`config.mk`:
```
export PLATFORM = sky130hd
export DESIGN_NAME = t03_mem_arbiter
export DESIGN_NICKNAME = d
export VERILOG_FILES = /design/src/rtl/t03_mem_arbiter.sv
export SDC_FILE = /design/constraint.sdc
export NUM_CORES = 1
export LEC_CHECK = 0
export BUFFER_PORTS_ARGS = -buffer_cell sky130_fd_sc_hd__buf_2
export CAP_MARGIN = 20
export CORE_AREA = 2 2 116 118
export CTS_BUF_LIST = sky130_fd_sc_hd__clkbuf_16
export DETAILED_ROUTE_END_ITERATION = 16
export DIE_AREA = 0 0 118 120
export GPL_TIMING_DRIVEN = 1
export HOLD_SLACK_MARGIN = 0.1
export PLACE_DENSITY = 0.81
export SETUP_SLACK_MARGIN = 0.2
export SLEW_MARGIN = 20
export SYNTH_ARGS = -nofsm -noshare
export SYNTH_HDL_FRONTEND = slang
export SYNTH_SLANG_ARGS = --single-unit
```
`constraint.sdc`:
```
create_clock -name clk -period 4.4 [get_ports clk]
set_input_delay 0.44 -clock clk [delete_from_list [all_inputs] [get_ports clk]]
set_output_delay 0.44 -clock clk [all_outputs]
set_load 0.1 [all_outputs]
```
`src/rtl/t03_mem_arbiter.sv`:
```
`default_nettype none
// ============================================================================
// Module   : t03_mem_arbiter
// Purpose  : Shares one memory port between instruction fetch and data
//            load/store; drives instruction-holder freeze and CPU stall.
// Revision : 1.0 - initial release
// ============================================================================
module t03_mem_arbiter #(
  parameter int ADDR_W  = 32,
  parameter int DATA_W  = 32,
  parameter int TIMEOUT = 255
) (
  input  logic                clk,
  input  logic                nrst,
  input  logic                i_req,
  input  logic [ADDR_W-1:0]   i_addr,
  output logic [DATA_W-1:0]   i_rdata,
  output logic                i_ack,
  input  logic                d_read,
  input  logic                d_write,
  input  logic [ADDR_W-1:0]   d_addr,
  input  logic [DATA_W-1:0]   d_wdata,
  input  logic [DATA_W/8-1:0] d_sel,
  output logic [DATA_W-1:0]   d_rdata,
  output logic                d_ack,
  output logic                mem_req,
  output logic                mem_we,
  output logic [ADDR_W-1:0]   mem_addr,
  output logic [DATA_W-1:0]   mem_wdata,
  output logic [DATA_W/8-1:0] mem_sel,
  input  logic [DATA_W-1:0]   mem_rdata,
  input  logic                mem_ack,
  output logic                freeze_instr,
  output logic                cpu_stall,
  output logic                timeout_err
);

  localparam int c_CNT_W = (TIMEOUT > 2) ? $clog2(TIMEOUT) : 1;
  localparam logic [c_CNT_W-1:0] c_CNT_MAX = c_CNT_W'(TIMEOUT - 1);

  typedef enum logic [1:0] {
    IDLE  = 2'd0,
    FETCH = 2'd1,
    DATA  = 2'd2,
    DONE  = 2'd3
  } state_t;

  state_t               r_state;
  logic [c_CNT_W-1:0]   r_cnt;
  logic                 w_dreq;

  assign w_dreq = d_read | d_write;

  // d_ack is only ever high in DONE, so it marks a completing data access
  assign freeze_instr = ((r_state == IDLE) && w_dreq) || (r_state == DATA) ||
                        ((r_state == DONE) && d_ack);
  assign cpu_stall    = (i_req & ~i_ack) | (w_dreq & ~d_ack);

  always_ff @(posedge clk or negedge nrst) begin
    if (!nrst) begin
      r_state     <= IDLE;
      r_cnt       <= '0;
      i_rdata     <= '0;
      d_rdata     <= '0;
      i_ack       <= 1'b0;
      d_ack       <= 1'b0;
      mem_req     <= 1'b0;
      mem_we      <= 1'b0;
      mem_addr    <= '0;
      mem_wdata   <= '0;
      mem_sel     <= '0;
      timeout_err <= 1'b0;
    end else begin
      i_ack       <= 1'b0;
      d_ack       <= 1'b0;
      timeout_err <= 1'b0;
      case (r_state)
        IDLE: begin
          r_cnt <= '0;
          if (w_dreq) begin
            r_state   <= DATA;
            mem_req   <= 1'b1;
            mem_we    <= d_write;
            mem_addr  <= d_addr;
            mem_wdata <= d_wdata;
            mem_sel   <= d_sel;
          end else if (i_req) begin
            r_state  <= FETCH;
            mem_req  <= 1'b1;
            mem_we   <= 1'b0;
            mem_addr <= i_addr;
            mem_sel  <= '1;
          end
        end
        FETCH, DATA: begin
          if (mem_ack) begin
            mem_req <= 1'b0;
            r_state <= DONE;
            if (r_state == FETCH) begin
              i_ack   <= 1'b1;
              i_rdata <= mem_rdata;
            end else begin
              d_ack <= 1'b1;
              if (!mem_we) d_rdata <= mem_rdata;
            end
          end else if (r_cnt == c_CNT_MAX) begin
            // abort: complete with zero data and flag the error alongside the ack
            mem_req     <= 1'b0;
            r_state     <= DONE;
            timeout_err <= 1'b1;
            if (r_state == FETCH) begin
              i_ack   <= 1'b1;
              i_rdata <= '0;
            end else begin
              d_ack <= 1'b1;
              if (!mem_we) d_rdata <= '0;
            end
          end else begin
            r_cnt <= r_cnt + 1'b1;
          end
        end
        DONE: begin
          r_cnt   <= '0;
          r_state <= IDLE;
        end
        default: r_state <= IDLE;
      endcase
    end
  end

endmodule
`default_nettype wire

```
[Yosys cells after proc, flatten, opt, wreduce, memory -nomap -nowiden]
Index checks and enable logic that the tools add are counted.
Storage, ports and cells
  flip-flop bits (word level): 147
  input bits: 138
  output and inout port bits: 139
  word-level logic and storage cells: 87
Cells by class
  add/sub/neg operators: 1
  eq/ne operators: 10
  muxes and demuxes: 40
  bitwise logic cells: 7
  reductions and logical operators: 17
Operators with widths (number)
  32-bit 2-to-1 mux: 12
  1-bit 2-to-1 mux: 17
  8-bit 2-to-1 mux: 2
  8-bit one-hot mux with 2 select lines: 1
  8-bit by 1-bit adder with 8-bit output (second input constant): 1
  8-bit == test (second input constant): 1
  2-bit 2-to-1 mux: 4
  4-bit 2-to-1 mux: 2
  2-bit inequality test (second input constant): 4
  2-bit AND reduction: 4
  3-bit inequality test (second input constant): 2
  2-bit one-hot mux with 3 select lines: 1
  3-bit AND reduction: 2
  2-bit nonzero test: 3
  5-bit AND reduction: 1
  2-bit == test (second input constant): 2
  2-bit OR reduction: 2
  1-bit NOT: 3
  1-bit AND: 2
  2-bit by 1-bit == test with 1-bit output (second input constant): 1
  1-bit logical AND: 2
  2-bit zero test: 1
  1-bit logical OR: 2
  1-bit bitwise OR: 2
  1-bit one-hot mux with 2 select lines: 1

[Logic depth before layout (Yosys ltp)]
Gate-level depths: netlist of run 1.
  depth after elaboration: 5
  mapped depth: 7
  depth with buffers taken out: 6

[Least setup slack after synthesis of run 1]
No wires, ideal clock.
  path kind: flip-flop to output port
  start: register d_ack
  end: output port cpu_stall
  arrival: 2.379 ns
  required time: 3.960 ns
  slack: 1.581 ns
  stages on the path, launching flop included: 2
  path buffers: 0
  cell sequence: dfrtp_1 > o22ai_1
On the way
  longest elaborated chain between the ends: 3
RTL lines
  start: declaration: line 25  | output logic d_ack,
  start signal: assignment: line 66  | d_ack <= 1'b0;
  start signal: assignment: line 75  | d_ack <= 1'b0;
  start signal: assignment: line 103  | d_ack <= 1'b1;
  1-bit NOT: line 57  | assign cpu_stall = (i_req & ~i_ack) | (w_dreq & ~d_ack);
  1-bit AND: line 57
  1-bit bitwise OR: line 57
  end: declaration: line 34  | output logic cpu_stall,
No other way between the ends.

[Worst setup path after layout of run 1]
  start: register r_state[1]
  end: output port freeze_instr
On the way
  longest elaborated chain between the ends: 4
  elaborated cells on any way between the ends: 7
  those cells by class: eq/ne: 2; reduce/logical: 5
RTL lines
  start: declaration: line 48  | state_t r_state;
  start signal: assignment: line 61  | r_state <= IDLE;
  start signal: assignment: line 81  | r_state <= DATA;
  start signal: assignment: line 88  | r_state <= FETCH;
  2-bit zero test: line 55  | assign freeze_instr = ((r_state == IDLE) && w_dreq) || (r_state == DATA) ||
  1-bit logical AND: line 55
  1-bit logical OR: line 55
  1-bit logical OR *: line 55
  end: declaration: line 33  | output logic freeze_instr,
Every way passes the cells marked *; elsewhere a longest branch is shown, timed or not.

==> impl_results.md, run 1 <==
- Crit path cell chain: inv_1 -> ha_1 -> o21ai_4 -> buf_4 -> nand2_1 -> buf_2
- CTS-repair resized insts: 0
- Fmax: 373 MHz
- Unrepaired setup endpoints after global routing: no
- Root buffer cell: clkbuf_16
- Buffers added on ports: 276
- CP Launch Type: register
- # nets final: 864
- Top cell type's share of synthesized area: 61.0%
- Worst rel slew slack: 35.0%
- Clk buf depth: 2
- Mapped cell area: 6030 sq um
- Library cells used by synthesis: 46
- Least-Margin Pin Slew: 0.974 ns
- Clock Sinks: 147
- Syn Inst Count: 452
- Kind of critical path: reg2out
- Worst r2r src: r_state[1]
- WL per Instance: 18.1 um
- Largest cells by area after synthesis: dfrtp_1, a32o_1, mux2i_1, mux2_2, a21oi_1
- Synthesized area per cell: 13.3 sq um
- CTS HTree Levels: 4
- EDFF count, synth: 0
- First-pass GRT wire length: 26000 um
- Min cycle time layout: 2.68 ns
- Die footprint: 14200 sq um
- Grt ovf: 0
- Largest net degree at the start of global routing: 112
- R2R setup slack: 2.13 ns
- Hold Vio Cnt, Final: 0
- Ys async rst share: 100%
- HP Class: in2async
- # IOs: 277
- TritonRoute pass-1 iters: 5
- ANT cells: 0
- Number of vias per cell: 5.41
- WP depth: 6
- Reg-to-Reg End: d_rdata[28]
- Routability cong.: 0.858
- Starting Density: 46.4%
- DRT Wirelength: 16500 um
- FF+latch count, synth: 147
- Max Slew Vio Count: 0
- Post-route ant nets: 0
- Status: finished clean
- Buffers & Inverters on Critical Path: 3
- Area leader, netlist: dfrtp_1
- Row Count: 42
- Max Cap Viol: 0
- Initial antenna violation count: 0
- Sequential cell area fraction in the yosys report: 61.0%
- Setup crit end kind: output port
- Worst path top cell family by delay: buffers and inverters
- Cells on worst reg2reg path: 7
- Commonest non-fill, non-tap cells in the layout: buf_2, dfrtp_1, a32o_1
- DRT iter0 DRCs: 289
- Worst setup path end: freeze_instr
- Syn-to-layout area delta: 34.9%
- Total CTS buffers: 17
- Post-CTS Setup Bufs: 0
- Post-DP HPWL: 11700 um
- Final worst path period share: 60.9%
- Setup tns final: 0 ns
- YS warnings: 0
- Crit-path slowest cell: dfrtp_1
- Synth Flop Type: dfrtp_1
- Clk pin slew, worst setup/hold paths: 0.06 ns
- DRC: 0
- CP required: 3.96 ns
- Crit path arrival time: 2.24 ns
- Skew-Pair Late Insertion Delay: 0.42 ns
- Commonest non-fill, non-tap cell in the layout: buf_2
- CTS Hold Buffers Added: 0
- Vias in the first global route: 5183
- Mapped Nets: 596
- Final setup viols: 0
- CTS tree: done
- Final Skew: 0.00870 ns
- Launch point of the worst path: r_state[1]
- Global Route Usage Sum: 23.5%
- Height of the chip: 120 um
- Area of the core: 13000 sq um
- Via Count: 4919
- Die W: 118 um
- Crit path max fanout: 37
- Layout cells sized above 1: 46.8%
- Worst path max stage delay: 0.43 ns
## layout make-up
class,instances,area [sq um]
multi-input combinational,262,2140
timing repair buffer,283,1440
inverter,9,33.8
fill,1029,4850
clock buffer,17,425
tap,176,220
clock inverter,15,190
sequential,147,3680
## worst register-to-register path, delay by kind of cell, from the launching register on
family / cells / cell delay (ns)
fa+ha+maj: 1 / 0.40
flops: 1 / 0.43
simple gates: 3 / 0.53
buf+inv: 2 / 0.47
compound gates: 1 / 0.33
## worst min path at each step
| stage | cells past startpoint | slack (ns) | endpoint | from |
|---|---|---|---|---|
| 2_1_floorplan | 0 | 0.14 | d_ack | nrst |
| 3_3_place_gp | 1 | 0.47 | mem_sel[0] | mem_sel[0] |
| 3_5_place_dp | 1 | 0.48 | d_rdata[26] | d_rdata[26] |
| 4_1_cts | 1 | 0.19 | d_rdata[31] | nrst |
| 5_1_grt | 2 | 0.23 | mem_wdata[25] | d_wdata[25] |
| 6_report | 1 | 0.17 | d_rdata[31] | nrst |
## cells by family after synthesis
family,count (synthesis),share of synthesized area (%)
buf+inv,43,3.74
mux,65,11.5
simple gates,64,5.27
compound gates,124,16.8
fa+ha+maj,6,1.25
flops,147,61.0
xor+xnor,3,0.436
## sequential cells by signal (all words and copies together) (netlist names)
signal and flops:
d_rdata 32, i_rdata 32, mem_addr 32, mem_wdata 32, r_cnt 8, mem_sel 4
r_state 2, d_ack 1, i_ack 1, mem_req 1, mem_we 1, timeout_err 1
## cells in the mapped netlist (all sizes together), types with 3 or more instances
cell type  number
dfrtp         147
mux2i          33
a32o           64
mux2           32
nor2           42
inv             9
ha              6
o21ai           6
a21oi          36
buf            24
clkbuf         10
nand2           9
o22a            4
o22ai           3
## stage by stage
step | instances | hold WS, ns | worst slack [ns] | instance area, sq um | utilization, %
6_report | 909 | 0.170 | 1.72 | 8130 | 62.6
5_1_grt | 909 | 0.227 | 1.60 | 8130 | 62.6
4_1_cts | 909 | 0.193 | 1.69 | 8130 | 62.6
3_5_place_dp | 877 | 0.476 | 2.10 | 7520 | 57.9
3_3_place_gp | 877 | 0.469 | 2.19 | 7520 | 57.9
2_1_floorplan | 452 | 0.144 | 1.58 | 6030 | -
## metal layers
layer	up-vias	global-route usage (%)	share of wire (%)
li1	2234	-	-
met1	2424	27.5	39
met2	233	39.6	50
met3	28	9.13	9.2
met4	0	8.06	1.8
met5	-	0	0
Power of run 1 is left out: the tool's default activity adds up to more than one toggle a clock period on the data nets, which glitch-free logic cannot reach.
==> run 2: changes to the inputs <==
Settings changed: CORE_AREA 2 2 116 118 to 2 2 117 119, DIE_AREA 0 0 118 120 to 0 0 119 121, PLACE_DENSITY 0.81 to 0.8.
Clock period 4.4 ns to 2.5 ns, I/O delays scaled along.
==> impl_results.md, run 2 (synthesis results as in run 1) <==
- Syn-to-layout area delta: 42.0%
- Starting Density: 46.1% (-0.37 points)
- Buffers added on ports: 276 (unchanged)
- Post-DP HPWL: 12400 um (+5.3%)
- Unrepaired setup endpoints after global routing: no
- CTS HTree Levels: 4 (unchanged)
- Fmax: 463 MHz
- Die footprint: 14400 sq um (+1.7%)
- Hold Vio Cnt, Final: 0 (unchanged)
- CTS tree: done
- Grt ovf: 0 (unchanged)
- CP Launch Type: register
- Final worst path period share: 86.3%
- Kind of critical path: reg2out
- Area of the core: 13100 sq um (+0.81%)
- Worst rel slew slack: 57.6% (+23 points)
- Clk buf depth: 2 (unchanged)
- Cells on worst reg2reg path: 5 (-2)
- Min cycle time layout: 2.16 ns
- DRC: 0 (unchanged)
- Commonest non-fill, non-tap cell in the layout: buf_2
- Post-placement setup slack: 0.551 ns (-1.55 ns)
- Crit path arrival time: 1.91 ns (-0.33 ns)
- Final Util: 65.4% (+2.7 points)
- Setup crit end kind: output port
- Final setup viols: 0 (unchanged)
- Routability cong.: 0.856 (-0.21%)
- ANT cells: 0 (unchanged)
- Number of vias per cell: 5.34 (-1.4%)
- Least-Margin Pin Slew: 0.637 ns (-0.338 ns)
- DRT Wirelength: 17400 um (+5.8%)
- Global Route Usage Sum: 24.3% (+0.81 points)
- WL per Instance: 18.3 um (+0.71%)
- Total CTS buffers: 17 (unchanged)
- Final Skew: 0.00716 ns (-0.00154 ns)
- Layout cells sized above 1: 43.8% (-3.0 points)
- Post-CTS Setup Bufs: 0 (unchanged)
- Post-route ant nets: 0 (unchanged)
- Height of the chip: 121 um (+0.83%)
- TritonRoute pass-1 iters: 5 (unchanged)
- Root buffer cell: clkbuf_16
- First-pass GRT wire length: 27000 um (+3.8%)
- Initial antenna violation count: 0 (unchanged)
- HP Class: in2reg
- Via Count: 5098 (+3.6%)
- Max Slew Vio Count: 0 (unchanged)
- Max Cap Viol: 0 (unchanged)
- Status: finished clean
- Fin worst setup slack: 0.342 ns (-1.38 ns)
- # nets final: 910 (+5.3%)
- Vias in the first global route: 5161 (-0.42%)
- Clock Sinks: 147 (unchanged)
- Setup tns final: 0 ns (unchanged)
- Commonest non-fill, non-tap cells in the layout: buf_2, dfrtp_1, a32o_1
- Row Count: 42 (unchanged)
- Largest net degree at the start of global routing: 65 (-42%)
- WHS Path Cells: 2
- CP required: 2.25 ns (-1.71 ns)
- Skew-Pair Late Insertion Delay: 0.41 ns (about the same)
- Crit path max fanout: 11 (-70%)
- # IOs: 277 (unchanged)
- Die W: 119 um (+0.85%)
- Clk pin slew, worst setup/hold paths: 0.06 ns (about the same)
- DRT iter0 DRCs: 296 (+2.4%)
run 2: cell count changes in the layout (fill, tap and decap cells not counted), moves of 2 or more:
cell	delta
clkinv_4	-2
inv_1	+3
bufinv_16	-2
clkinv_1	+2
buf_12	+2
dlygate4sd3_1	+44
run 2: worst paths after layout:
| kind | slack [ns] | end | startpoint |
|---|---|---|---|
| max | 0.34 | freeze_instr | r_state[1] |
| min | 0.11 | i_rdata[23] | mem_rdata[23] |
| max reg2reg | 0.56 | mem_wdata[3] | r_state[0] |
| min reg2reg | 0.48 | d_rdata[10] | d_rdata[10] |
| max in group asynchronous | 1.25 | d_rdata[1] | nrst |
| min in group asynchronous | 0.34 | d_rdata[14] | nrst |
run 2: through the flow:
| stage | area (sq um) | instances | hold WS (ns) |
|---|---|---|---|
| CTS | 8550 | 955 | 0.100 |
| floorplan | 6030 | 452 | -0.0456 |
| global placement | 7560 | 879 | 0.212 |
| detailed placement | 7560 | 879 | 0.220 |
| finish | 8560 | 955 | 0.115 |
| global route | 8560 | 955 | 0.107 |
run 2: critical path, cell delays in order, from the launching register on:
cell	delay, ns
dfrtp_1	0.43
inv_1	0.11
ha_1	0.34
o21ai_4	0.18
nand2_1	0.10
clkbuf_4	0.34
run 2: final cells by class:
class / count / area [sq um]
repair buffers: 329 / 1920
clock buffers: 17 / 425
flip-flops and latches: 147 / 3680
inverters: 9 / 33.8
fillers: 990 / 4530
well taps: 176 / 220
multi-input cells: 262 / 2150
clock inverters: 15 / 126
run 2: what timing repair did:
action                                  in CTS  in global routing
endpoints found under the hold margin       93                  0
hold buffers                                44                  0
resized for setup                            0                  1
endpoints found under the setup margin       0                  1
run 2: metal layers:
| layer | GRT usage, % | share of wire (%) |
|---|---|---|
| met1 | 27.6 | 37 |
| met2 | 42.2 | 51 |
| met3 | 8.27 | 9.3 |
| met4 | 9.67 | 2.4 |
| met5 | 0 | 0 |
Power of run 2 is left out for the same reason.
==> run 3: changes to the inputs <==
Settings changed: ABC_CLOCK_PERIOD_IN_PS set to 2380, CORE_AREA 2 2 117 119 to 2 2 116 118, CTS_BUF_LIST sky130_fd_sc_hd__clkbuf_16 to sky130_fd_sc_hd__clkbuf_4 sky130_fd_sc_hd__clkbuf_8, DIE_AREA 0 0 119 121 to 0 0 118 120, PLACE_DENSITY 0.8 to 0.81.
Clock period 2.5 ns to 2.38 ns, I/O delays scaled along.
==> impl_results.md, run 3 (synthesis results as in run 1) <==
- Height of the chip: 120 um (-0.83%)
- Largest net degree at the start of global routing: 65 (unchanged)
- Commonest non-fill, non-tap cells in the layout: buf_2, dfrtp_1, dlygate4sd3_1
- CTS tree: done
- Worst hold margin: 0.120 ns (+0.00526 ns)
- Min cycle time layout: 2.03 ns
- Die footprint: 14200 sq um (-1.7%)
- # IOs: 277 (unchanged)
- Syn-to-layout area delta: 52.0%
- CP required: 2.14 ns (-0.11 ns)
- HP Class: in2reg
- Wire length on met2: 10300 um (+14%)
- Uppermost layer routed: met5
- Root buffer cell: clkbuf_8
- Hold Vio Cnt, Final: 0 (unchanged)
- Non-filler instance count after layout: 1024 (+7.2%)
- WHS Path Cells: 3 (+1)
- Number of vias per cell: 5.47 (+2.4%)
- DRT Wirelength: 20100 um (+15%)
- Die W: 118 um (-0.84%)
- Grt ovf: 0 (unchanged)
- Unrepaired setup endpoints after global routing: no
- Reg-to-Reg End: i_rdata[23]
- Worst rel slew slack: 56.5% (-1.1 points)
- Worst r2r src: r_state[0]
- FF/Latch Area: 3680 sq um (unchanged)
- Clk buf depth: 2 (unchanged)
- Area of the multi-input gates: 2150 sq um (about the same)
- Placed Cells: 879 (unchanged)
- Fmax: 493 MHz
- Routability cong.: 0.893 (+4.3%)
- Starting Density: 46.4% (+0.37 points)
- DRC: 0 (unchanged)
- Max Cap Viol: 0 (unchanged)
- Row Count: 42 (unchanged)
- Commonest non-fill, non-tap cell in the layout: buf_2
- Post-route ant nets: 0 (unchanged)
- Fillers: 844 (-15%)
- Final setup viols: 0 (unchanged)
- Via Count: 5598 (+9.8%)
- First-pass GRT wire length: 31600 um (+17%)
- Crit path cell chain: inv_1 -> ha_1 -> o21ai_4 -> nand2_1 -> buf_4
- Buffers added on ports: 276 (unchanged)
- CP Launch Type: register
- CTS HTree Levels: 4 (unchanged)
- Met3 Routed Length: 1770 um (+8.5%)
- Wl on met1: 7290 um (+13%)
- Least-Margin Pin Slew: 0.653 ns (+0.0159 ns)
- ANT cells: 0 (unchanged)
- # nets final: 979 (+7.6%)
- Final worst path period share: 85.3%
- Launch point of the worst path: r_state[0]
- Max Slew Vio Count: 0 (unchanged)
- Clock Sinks: 147 (unchanged)
- Layout cells sized above 1: 41.5% (-2.3 points)
- Kind of critical path: reg2out
- Setup tns final: 0 ns (unchanged)
- Area of the core: 13000 sq um (-0.80%)
- DRT iter0 DRCs: 517 (+75%)
- Status: finished clean
- Crit path max fanout: 7 (-4)
- Skew-Pair Late Insertion Delay: 0.44 ns (+0.03 ns)
- TritonRoute pass-1 iters: 8 (+3)
- Final Skew: 0.00658 ns (-0.000574 ns)
- Setup crit end kind: output port
- Total CTS buffers: 17 (unchanged)
- WL per Instance: 19.7 um (+7.6%)
- R2R setup slack: 0.43 ns (-0.13 ns)
- Crit path arrival time: 1.79 ns (-0.12 ns)
- Vias in the first global route: 5944 (+15%)
- Clk pin slew, worst setup/hold paths: 0.07 ns (about the same)
- Crit-path slowest cell: dfrtp_1
- Initial antenna violation count: 1 (+1)
- Worst path max stage delay: 0.44 ns (about the same)
- Global Route Usage Sum: 28.7% (+4.4 points)
- Worst setup path end: freeze_instr
- Post-DP HPWL: 12300 um (-0.65%)
- Cells on worst reg2reg path: 5 (unchanged)
-- run 3: layout make-up --
type | count | share of cell area (%)
Clock buffer | 23 | 3.18
Tap cell | 176 | 2.41
Timing Repair Buffer | 398 | 28.7
Multi-Input combinational cell | 262 | 23.5
Sequential cell | 147 | 40.2
Clock inverter | 9 | 1.67
Inverter | 9 | 0.369
-- run 3: layer usage --
layer,vias to the layer above,global-route usage (%)
met5,-,0
li1,2457,-
met3,69,9.41
met4,2,14.6
met2,327,50.1
met1,2743,31.4
-- run 3: repair_timing --
action,in CTS,in global routing
buffers inserted,0,4
resized for setup,1,1
hold buffers,109,0
pin swaps,0,1
endpoints found under the hold margin,169,0
cloned,0,0
setup endpoints to repair,1,46
-- run 3: how the worst min path moves through the flow --
stage	start	endpoint	slack, ns
2_1_floorplan	nrst	d_ack	-0.06
3_3_place_gp	nrst	d_rdata[16]	0.20
3_5_place_dp	nrst	d_rdata[10]	0.21
4_1_cts	i_addr[5]	mem_addr[5]	0.10
5_1_grt	d_addr[8]	mem_addr[8]	0.12
6_report	d_addr[27]	mem_addr[27]	0.12
-- run 3: critical path, delay by kind of cell (launching register included) --
family,cells,cell delay [ns]
AND/OR/NAND/NOR,1,0.08
adder cells (fa/ha/maj),1,0.32
AO/OA/AOI/OAI,1,0.09
buffers and inverters,2,0.41
flip-flops,1,0.44
-- run 3: metrics by stage --
step / cell area, sq um / utilization [%] / setup WS, ns
final: 9160 / 70.5 / 0.351
after global routing: 9160 / 70.5 / 0.261
after CTS: 9130 / 70.3 / 0.248
after detailed placement: 7590 / 58.5 / 0.307
after global placement: 7590 / 58.5 / 0.433
after floorplan: 6030 / - / 0.379
Power of run 3 is left out for the same reason.
